===== src/rtl/noc_pkg.sv =====
// Shared router definitions: default port count, index width, output lock state
// and a small request-legality helper.
package noc_pkg;

  localparam int unsigned NUM_PORTS = 7;
  localparam int unsigned PORT_W    = (NUM_PORTS > 1) ? $clog2(NUM_PORTS) : 1;

  typedef enum logic {
    IDLE   = 1'b0,
    LOCKED = 1'b1
  } out_state_e;

  // True when at most one bit of v is set.
  function automatic logic onehot0(input logic [31:0] v);
    return (v & (v - 32'd1)) == 32'd0;
  endfunction

endpackage


===== src/rtl/switch_allocator_if.sv =====
// Allocator <-> input buffers / crossbar handshake bundle.
interface switch_allocator_if
  import noc_pkg::*;
#(
  parameter int unsigned P = NUM_PORTS
);

  logic [P-1:0]   in_valid_all;
  logic [P-1:0]   in_head_all;
  logic [P-1:0]   in_tail_all;
  logic [P*P-1:0] route_req_all;
  logic [P-1:0]   out_ready_all;
  logic [P*P-1:0] grant_outport_all;
  logic [P-1:0]   in_pop_all;

  modport master (
    output in_valid_all, in_head_all, in_tail_all, route_req_all, out_ready_all,
    input  grant_outport_all, in_pop_all
  );

  modport slave (
    input  in_valid_all, in_head_all, in_tail_all, route_req_all, out_ready_all,
    output grant_outport_all, in_pop_all
  );

endinterface


===== src/rtl/switch_allocator_rr_arbiter.sv =====
// Round-robin arbiter: grants the first requester at or after ptr, searching
// upward modulo P.
module rr_arbiter
  import noc_pkg::*;
#(
  parameter  int unsigned P     = NUM_PORTS,
  localparam int unsigned IDX_W = (P > 1) ? $clog2(P) : 1
) (
  input  logic [P-1:0]     req,
  input  logic [IDX_W-1:0] ptr,
  output logic [P-1:0]     grant
);

  int unsigned idx;
  logic        found;

  always_comb begin
    grant = '0;
    found = 1'b0;
    idx   = 0;
    for (int unsigned k = 0; k < P; k++) begin
      idx = 32'(ptr) + k;
      if (idx >= P) idx = idx - P;
      if (!found && req[idx]) begin
        grant[idx] = 1'b1;
        found      = 1'b1;
      end
    end
  end

endmodule


===== src/rtl/switch_allocator.sv =====
// Wormhole switch allocator: per-output round-robin among head flits, output
// locked to its owner until the tail crosses, one-hot crossbar selects and pops.
module switch_allocator
  import noc_pkg::*;
#(
  parameter int unsigned P = NUM_PORTS
) (
  input  logic                clk,
  input  logic                rst_n,
  switch_allocator_if.slave   alloc_if,
  output logic [P-1:0]        out_busy_all,
  output logic                proto_err
);

  localparam int unsigned IDX_W = (P > 1) ? $clog2(P) : 1;

  logic [P-1:0]     legal;
  logic [P-1:0]     locked;
  logic [P-1:0]     owned;
  logic [IDX_W-1:0] owner_of [P];
  logic [P*P-1:0]   grant_all;
  logic [P-1:0]     pop;
  logic             err_d;

  always_comb begin
    legal = '0;
    for (int unsigned i = 0; i < P; i++)
      legal[i] = onehot0(32'(alloc_if.route_req_all[i*P +: P]));
  end

  for (genvar o = 0; o < P; o++) begin : g_out
    out_state_e       state_q, state_d;
    logic [IDX_W-1:0] owner_q, owner_d, ptr_q, ptr_d, win_idx;
    logic [P-1:0]     cand, rr_grant, grant;
    logic             win_tail;

    // Multi-hot requests are excluded here so they can never win.
    always_comb begin
      cand = '0;
      for (int unsigned i = 0; i < P; i++)
        cand[i] = alloc_if.in_valid_all[i] & legal[i] & alloc_if.route_req_all[i*P + o];
    end

    rr_arbiter #(.P(P)) u_rr (
      .req   (cand & alloc_if.in_head_all),
      .ptr   (ptr_q),
      .grant (rr_grant)
    );

    always_comb begin
      grant = '0;
      if (rst_n && alloc_if.out_ready_all[o]) begin
        if (state_q == IDLE)      grant = rr_grant;
        else if (cand[owner_q])   grant[owner_q] = 1'b1;
      end
    end

    always_comb begin
      win_idx = '0;
      for (int unsigned i = 0; i < P; i++)
        if (grant[i]) win_idx = IDX_W'(i);
      win_tail = |(grant & alloc_if.in_tail_all);
    end

    always_comb begin
      state_d = state_q;
      owner_d = owner_q;
      ptr_d   = ptr_q;
      if (|grant) begin
        if (state_q == IDLE) begin
          ptr_d = (win_idx == IDX_W'(P - 1)) ? '0 : win_idx + 1'b1;
          if (!win_tail) begin
            state_d = LOCKED;
            owner_d = win_idx;
          end
        end else if (win_tail) begin
          state_d = IDLE;
        end
      end
    end

    always_ff @(posedge clk or negedge rst_n) begin
      if (!rst_n) begin
        state_q <= IDLE;
        owner_q <= '0;
        ptr_q   <= '0;
      end else begin
        state_q <= state_d;
        owner_q <= owner_d;
        ptr_q   <= ptr_d;
      end
    end

    assign grant_all[o*P +: P] = grant;
    assign locked[o]           = (state_q == LOCKED);
    assign owner_of[o]         = owner_q;
  end

  always_comb begin
    pop = '0;
    for (int unsigned o = 0; o < P; o++)
      pop = pop | grant_all[o*P +: P];
  end

  always_comb begin
    owned = '0;
    for (int unsigned o = 0; o < P; o++)
      if (locked[o]) owned[owner_of[o]] = 1'b1;
  end

  // A body/tail flit is only legal while some locked output belongs to its input.
  always_comb begin
    err_d = 1'b0;
    for (int unsigned i = 0; i < P; i++) begin
      if (alloc_if.in_valid_all[i]) begin
        if (!legal[i]) err_d = 1'b1;
        if (!alloc_if.in_head_all[i] && !owned[i] &&
            |(alloc_if.route_req_all[i*P +: P] & ~locked))
          err_d = 1'b1;
      end
    end
  end

  always_ff @(posedge clk or negedge rst_n) begin
    if (!rst_n)     proto_err <= 1'b0;
    else if (err_d) proto_err <= 1'b1;
  end

  assign alloc_if.grant_outport_all = grant_all;
  assign alloc_if.in_pop_all        = pop;
  assign out_busy_all               = locked;

endmodule


===== src/flat_wrapper.sv =====
// flat-port wrapper written by rule: the top's interface ports become plain ports
module switch_allocator_flat import noc_pkg::*;
#(
  parameter int unsigned P = NUM_PORTS
)
  (clk, rst_n, out_busy_all, proto_err, alloc_if_in_valid_all, alloc_if_in_head_all, alloc_if_in_tail_all, alloc_if_route_req_all, alloc_if_out_ready_all, alloc_if_grant_outport_all, alloc_if_in_pop_all);
  switch_allocator_if #(.P(P)) alloc_if_i ();
  input  logic clk;
  input  logic rst_n;
  output logic [P-1:0] out_busy_all;
  output logic proto_err;
  input wire logic [$bits(alloc_if_i.in_valid_all)-1:0] alloc_if_in_valid_all;
  input wire logic [$bits(alloc_if_i.in_head_all)-1:0] alloc_if_in_head_all;
  input wire logic [$bits(alloc_if_i.in_tail_all)-1:0] alloc_if_in_tail_all;
  input wire logic [$bits(alloc_if_i.route_req_all)-1:0] alloc_if_route_req_all;
  input wire logic [$bits(alloc_if_i.out_ready_all)-1:0] alloc_if_out_ready_all;
  output wire logic [$bits(alloc_if_i.grant_outport_all)-1:0] alloc_if_grant_outport_all;
  output wire logic [$bits(alloc_if_i.in_pop_all)-1:0] alloc_if_in_pop_all;
  assign alloc_if_i.in_valid_all = alloc_if_in_valid_all;
  assign alloc_if_i.in_head_all = alloc_if_in_head_all;
  assign alloc_if_i.in_tail_all = alloc_if_in_tail_all;
  assign alloc_if_i.route_req_all = alloc_if_route_req_all;
  assign alloc_if_i.out_ready_all = alloc_if_out_ready_all;
  assign alloc_if_grant_outport_all = alloc_if_i.grant_outport_all;
  assign alloc_if_in_pop_all = alloc_if_i.in_pop_all;
  switch_allocator #(.P(P)) u_core (.clk(clk), .rst_n(rst_n), .alloc_if(alloc_if_i), .out_busy_all(out_busy_all), .proto_err(proto_err));
endmodule

===== config.mk =====
export PLATFORM = sky130hd
export DESIGN_NAME = switch_allocator_flat
export DESIGN_NICKNAME = d
export VERILOG_FILES = /design/src/rtl/noc_pkg.sv /design/src/rtl/switch_allocator_if.sv /design/src/rtl/switch_allocator_rr_arbiter.sv /design/src/rtl/switch_allocator.sv /design/src/flat_wrapper.sv
export SDC_FILE = /design/constraint.sdc
export NUM_CORES = 1
export LEC_CHECK = 0
export BUFFER_PORTS_ARGS = -buffer_cell sky130_fd_sc_hd__buf_2
export CAP_MARGIN = 0
export CORE_MARGIN = 2
export CORE_UTILIZATION = 40
export CTS_BUF_LIST = sky130_fd_sc_hd__clkbuf_8
export CTS_CLUSTER_DIAMETER = 120
export CTS_CLUSTER_SIZE = 30
export DETAILED_ROUTE_END_ITERATION = 6
export PLACE_DENSITY = 0.61
export REMOVE_ABC_BUFFERS = 1
export SYNTH_ARGS = -nofsm -noshare
export SYNTH_HDL_FRONTEND = slang
export SYNTH_HIERARCHICAL = 1
export SYNTH_SLANG_ARGS = --single-unit

===== constraint.sdc =====
create_clock -name clk -period 16.3 [get_ports clk]
set_input_delay 1.63 -clock clk [delete_from_list [all_inputs] [get_ports clk]]
set_output_delay 1.63 -clock clk [all_outputs]
set_load 0.03 [all_outputs]

==> reports/results.ini <==
[synth]
netlist-cell-type-count=131
synth_cells=3118
post_synth_main_area_contributors=ha_1 6.5%, mux2i_1 5.8%, dfrtp_1 5.7%
dominantRegCellSynth=dfrtp_1
synth_common_cells=247 x nand2_1, 230 x nor2_1, 154 x o21ai_0
async_flop_share_pct=100
ys_ff_latch=50
seq_area_frac_synth_pct=5.71
netlist.area_leader.share_pct=6.51
dominant_cell_by_count_in_the_synthesized_netlist=nand2_1
library_cell_with_the_largest_summed_area_after_synthesis=ha_1
synth_enable_flop_cells=0
number_of_synthesis_warnings=6
synthesis.area_per_instance_sq_um=7.03
mappedNetlistArea_sq_um=21900

[clocking]
max-clock-path-buffers=2
path_clk_slew_ns=0.11
cts.hold.buffers_added=0
numCtsBuffers=5
clock_sink_total=50
cts_root_buffer=clkbuf_8
cts_tree=yes
post_cts.repair.setup_buffers=0
clock_latency_ns=0.35
cts_max_level=2
post_cts.resized_instances=0

[route]
vias_per_cell=6.87
route.detailed.wl_per_inst_um=25.8
detailroute.via_count=26000
drt_iter0_markers=3547
postRouteAntennaNets=0
first_pass_iters=7
route.final.wire_length_um=97600
drcViolationCount=11

[global_route]
via_count_of_the_first_global_routing_pass=23200
grt_max_degree=54
wire_length_of_the_first_global_routing_pass_um=145000
grt_antenna_before_repair=20
aggregate_global_route_resource_usage_pct=32.9
grt_overflow=0

[floorplanning]
design.die.area_sq_um=56700
rows=85
ioPinCount=143
initial_utilization_pct=40.6
fp.coreArea_sq_um=54000
die_y_um=238
die_x_um=238

[power]
irDropWorstVdd_mv=0.0869
power_switching_mw=2.14
power_frac_clock_pct=3.0
switching_share_pct=62.4
power.static_leakage_nw=8.80
internal_power_mw=1.29
combinationalPowerShare_pct=89.7
power_density_nw_per_um2=151
power_frac_seq_pct=7.3

[critical_path]
critical_path.max_fanout=11
critical_path.reg2reg.startpoint=u_core/g_out[2].ptr_q[0]
setup.worst_path.start=alloc_if_route_req_all[15]
worstPathCellList=buf_2 > or4_1 > maj3_1 > nor2_1 > o22ai_1 > nor2_1 > and2_1 > nor2b_1 > mux2i_1 > a2bb2oi_1 > or2_0 > a21o_1 > or3_1 > o211a_1 > o2111ai_1 > nand2_1 > a21oi_1 > or4_1 > or4_1 > buf_2
worstSetupStartpointType=input port
cpLargestDelayFamily=simple AND/OR/NAND/NOR gates
critical_path_buf_inv_count=2
crit_arrival_ns=8.00
end_kind=output port
cp_data_required_time_ns=14.67
critical_path_top_delay_cell=nor2_1
worst-setup-path-type=input port to output port
path_common_cell=or4_1
max_stage_delay_ns=0.87

[final_layout]
area.growth.synth_to_final_pct=3.45
layout_cells_sized_above_1_pct=11.7
filler_cell_count=5802
finalInstanceArea_sq_um=22700
finish.net_count=3267

[placement]
hpwl_um=74900
numPortBuffers=142
place_area_sq_um=22500
dp_slack_ns=7.02
gp_congestion=1.05

[run_status]
status=finished with violations
failed_checks=design-rule violations, max-capacitance violations, max-slew violations

[hold_path]
holdCritPathClass=flip-flop to flip-flop
holdCritStartpoint=u_core/g_out[3].owner_q[2]

[sta]
timing.slew.headroom_pct=-0.941
totalNegativeSetupSlack_ns=0
report.final.hold_viol_count=0
finalSetupViolCount=0
worst_skew_ns=0.0100
highest_attainable_clock_frequency_mhz=104
final_period_minus_worst_setup_slack_ns=9.63
layout_setup_ws_ns=6.67
finalMaxSlewViolations=1
final_min_period_over_clock_period_pct=59.1
worst-slew-pin-transition_ns=1.49
rsz0062_at_grt=false

[flow_run]
cap_violations=1

==> state kept, by name (all words and copies together), names as in the netlist <==
signal                count
u_core/g_out.state_q      7
u_core/g_out.owner_q     21
u_core/g_out.ptr_q       21
u_core/proto_err          1
==> placed cells by master, fill, tap and decap left out, types with 20 or more instances in the layout <==
cell type,Yosys,layout
nand2_1,247,247
nor2_1,230,230
o21ai_0,154,154
inv_1,147,147
buf_2,64,141
a21oi_1,131,131
nor3_1,128,128
mux2i_1,126,126
nand3_1,120,120
ha_1,114,114
and2_1,83,83
nor2b_1,82,82
nand2b_1,69,69
and3_1,64,64
a31oi_1,64,64
nor4_1,54,52
nand4_1,52,52
dfrtp_1,50,50
mux2_2,49,49
nor3b_1,44,44
a211oi_1,42,42
o211ai_1,42,42
or3_1,42,42
xnor2_1,40,40
buf_4,28,27
a22oi_1,27,27
a32o_1,23,23
a32oi_1,22,22
a21o_1,22,22
nand3b_1,21,21
or2_2,21,21
o21ai_1,20,20
a211o_1,20,20
==> layout make-up <==
cell class	instances	area, sq um	share of cell area [%]
multi-input combinational	2687	18900	83.4
sequential	50	1250	5.52
timing repair buffer	168	908	4.01
tap	696	871	3.84
inverter	154	579	2.56
clock buffer	5	68.8	0.304
clock inverter	3	43.8	0.193
antenna	15	37.5	0.166
==> stage by stage <==
step           hold WS, ns  cells  total power, mW  util (%)
4_1_cts              0.655   3763             3.34      41.9
5_1_grt              0.693   3769             3.70      41.9
2_1_floorplan        0.579   2891             2.49         -
6_report             0.675   3778             3.43      42.0
3_3_place_gp         0.630   3755             3.26      41.7
3_5_place_dp         0.627   3755             3.23      41.7
==> power by group through the flow <==
stage          sequential, mW  clock (mW)  combinational (mW)
6_report                0.251       0.102                3.08
5_1_grt                 0.257       0.107                3.34
4_1_cts                 0.248       0.103                2.99
3_5_place_dp            0.250           0                2.98
3_3_place_gp            0.250           0                3.01
2_1_floorplan           0.286           0                2.21
==> cell families after synthesis <==
| kind of cell | share of synthesized area [%] |
|---|---|
| AOI/OAI and AO/OA | 31.1 |
| muxes | 9.13 |
| buffers and inverters | 8.06 |
| DFF | 5.71 |
| adders and majority gates | 7.72 |
| and+or+nand+nor | 35.4 |
| xor gates and xnor gates | 2.89 |
==> metal layers <==
metal	global-route usage [%]	part of all wire, %
met1	43.7	41
met2	49.8	42
met3	7.73	11
met4	16.3	5.3
met5	0	0.12
==> worst paths after layout <==
kind                                              end  slack [ns]  cells past startpoint
max reg2reg                u_core/g_out[2].owner_q[2]        9.70                     17
max in group asynchronous    u_core/g_out[1].ptr_q[0]       14.14                      2
min in group asynchronous     u_core/g_out[0].state_q        1.17                      1
min reg2reg                u_core/g_out[3].owner_q[2]        0.67                      1
min                        u_core/g_out[3].owner_q[2]        0.67                      1
max                            alloc_if_in_pop_all[0]        6.67                     20
Power figures use the tool's default switching activity.
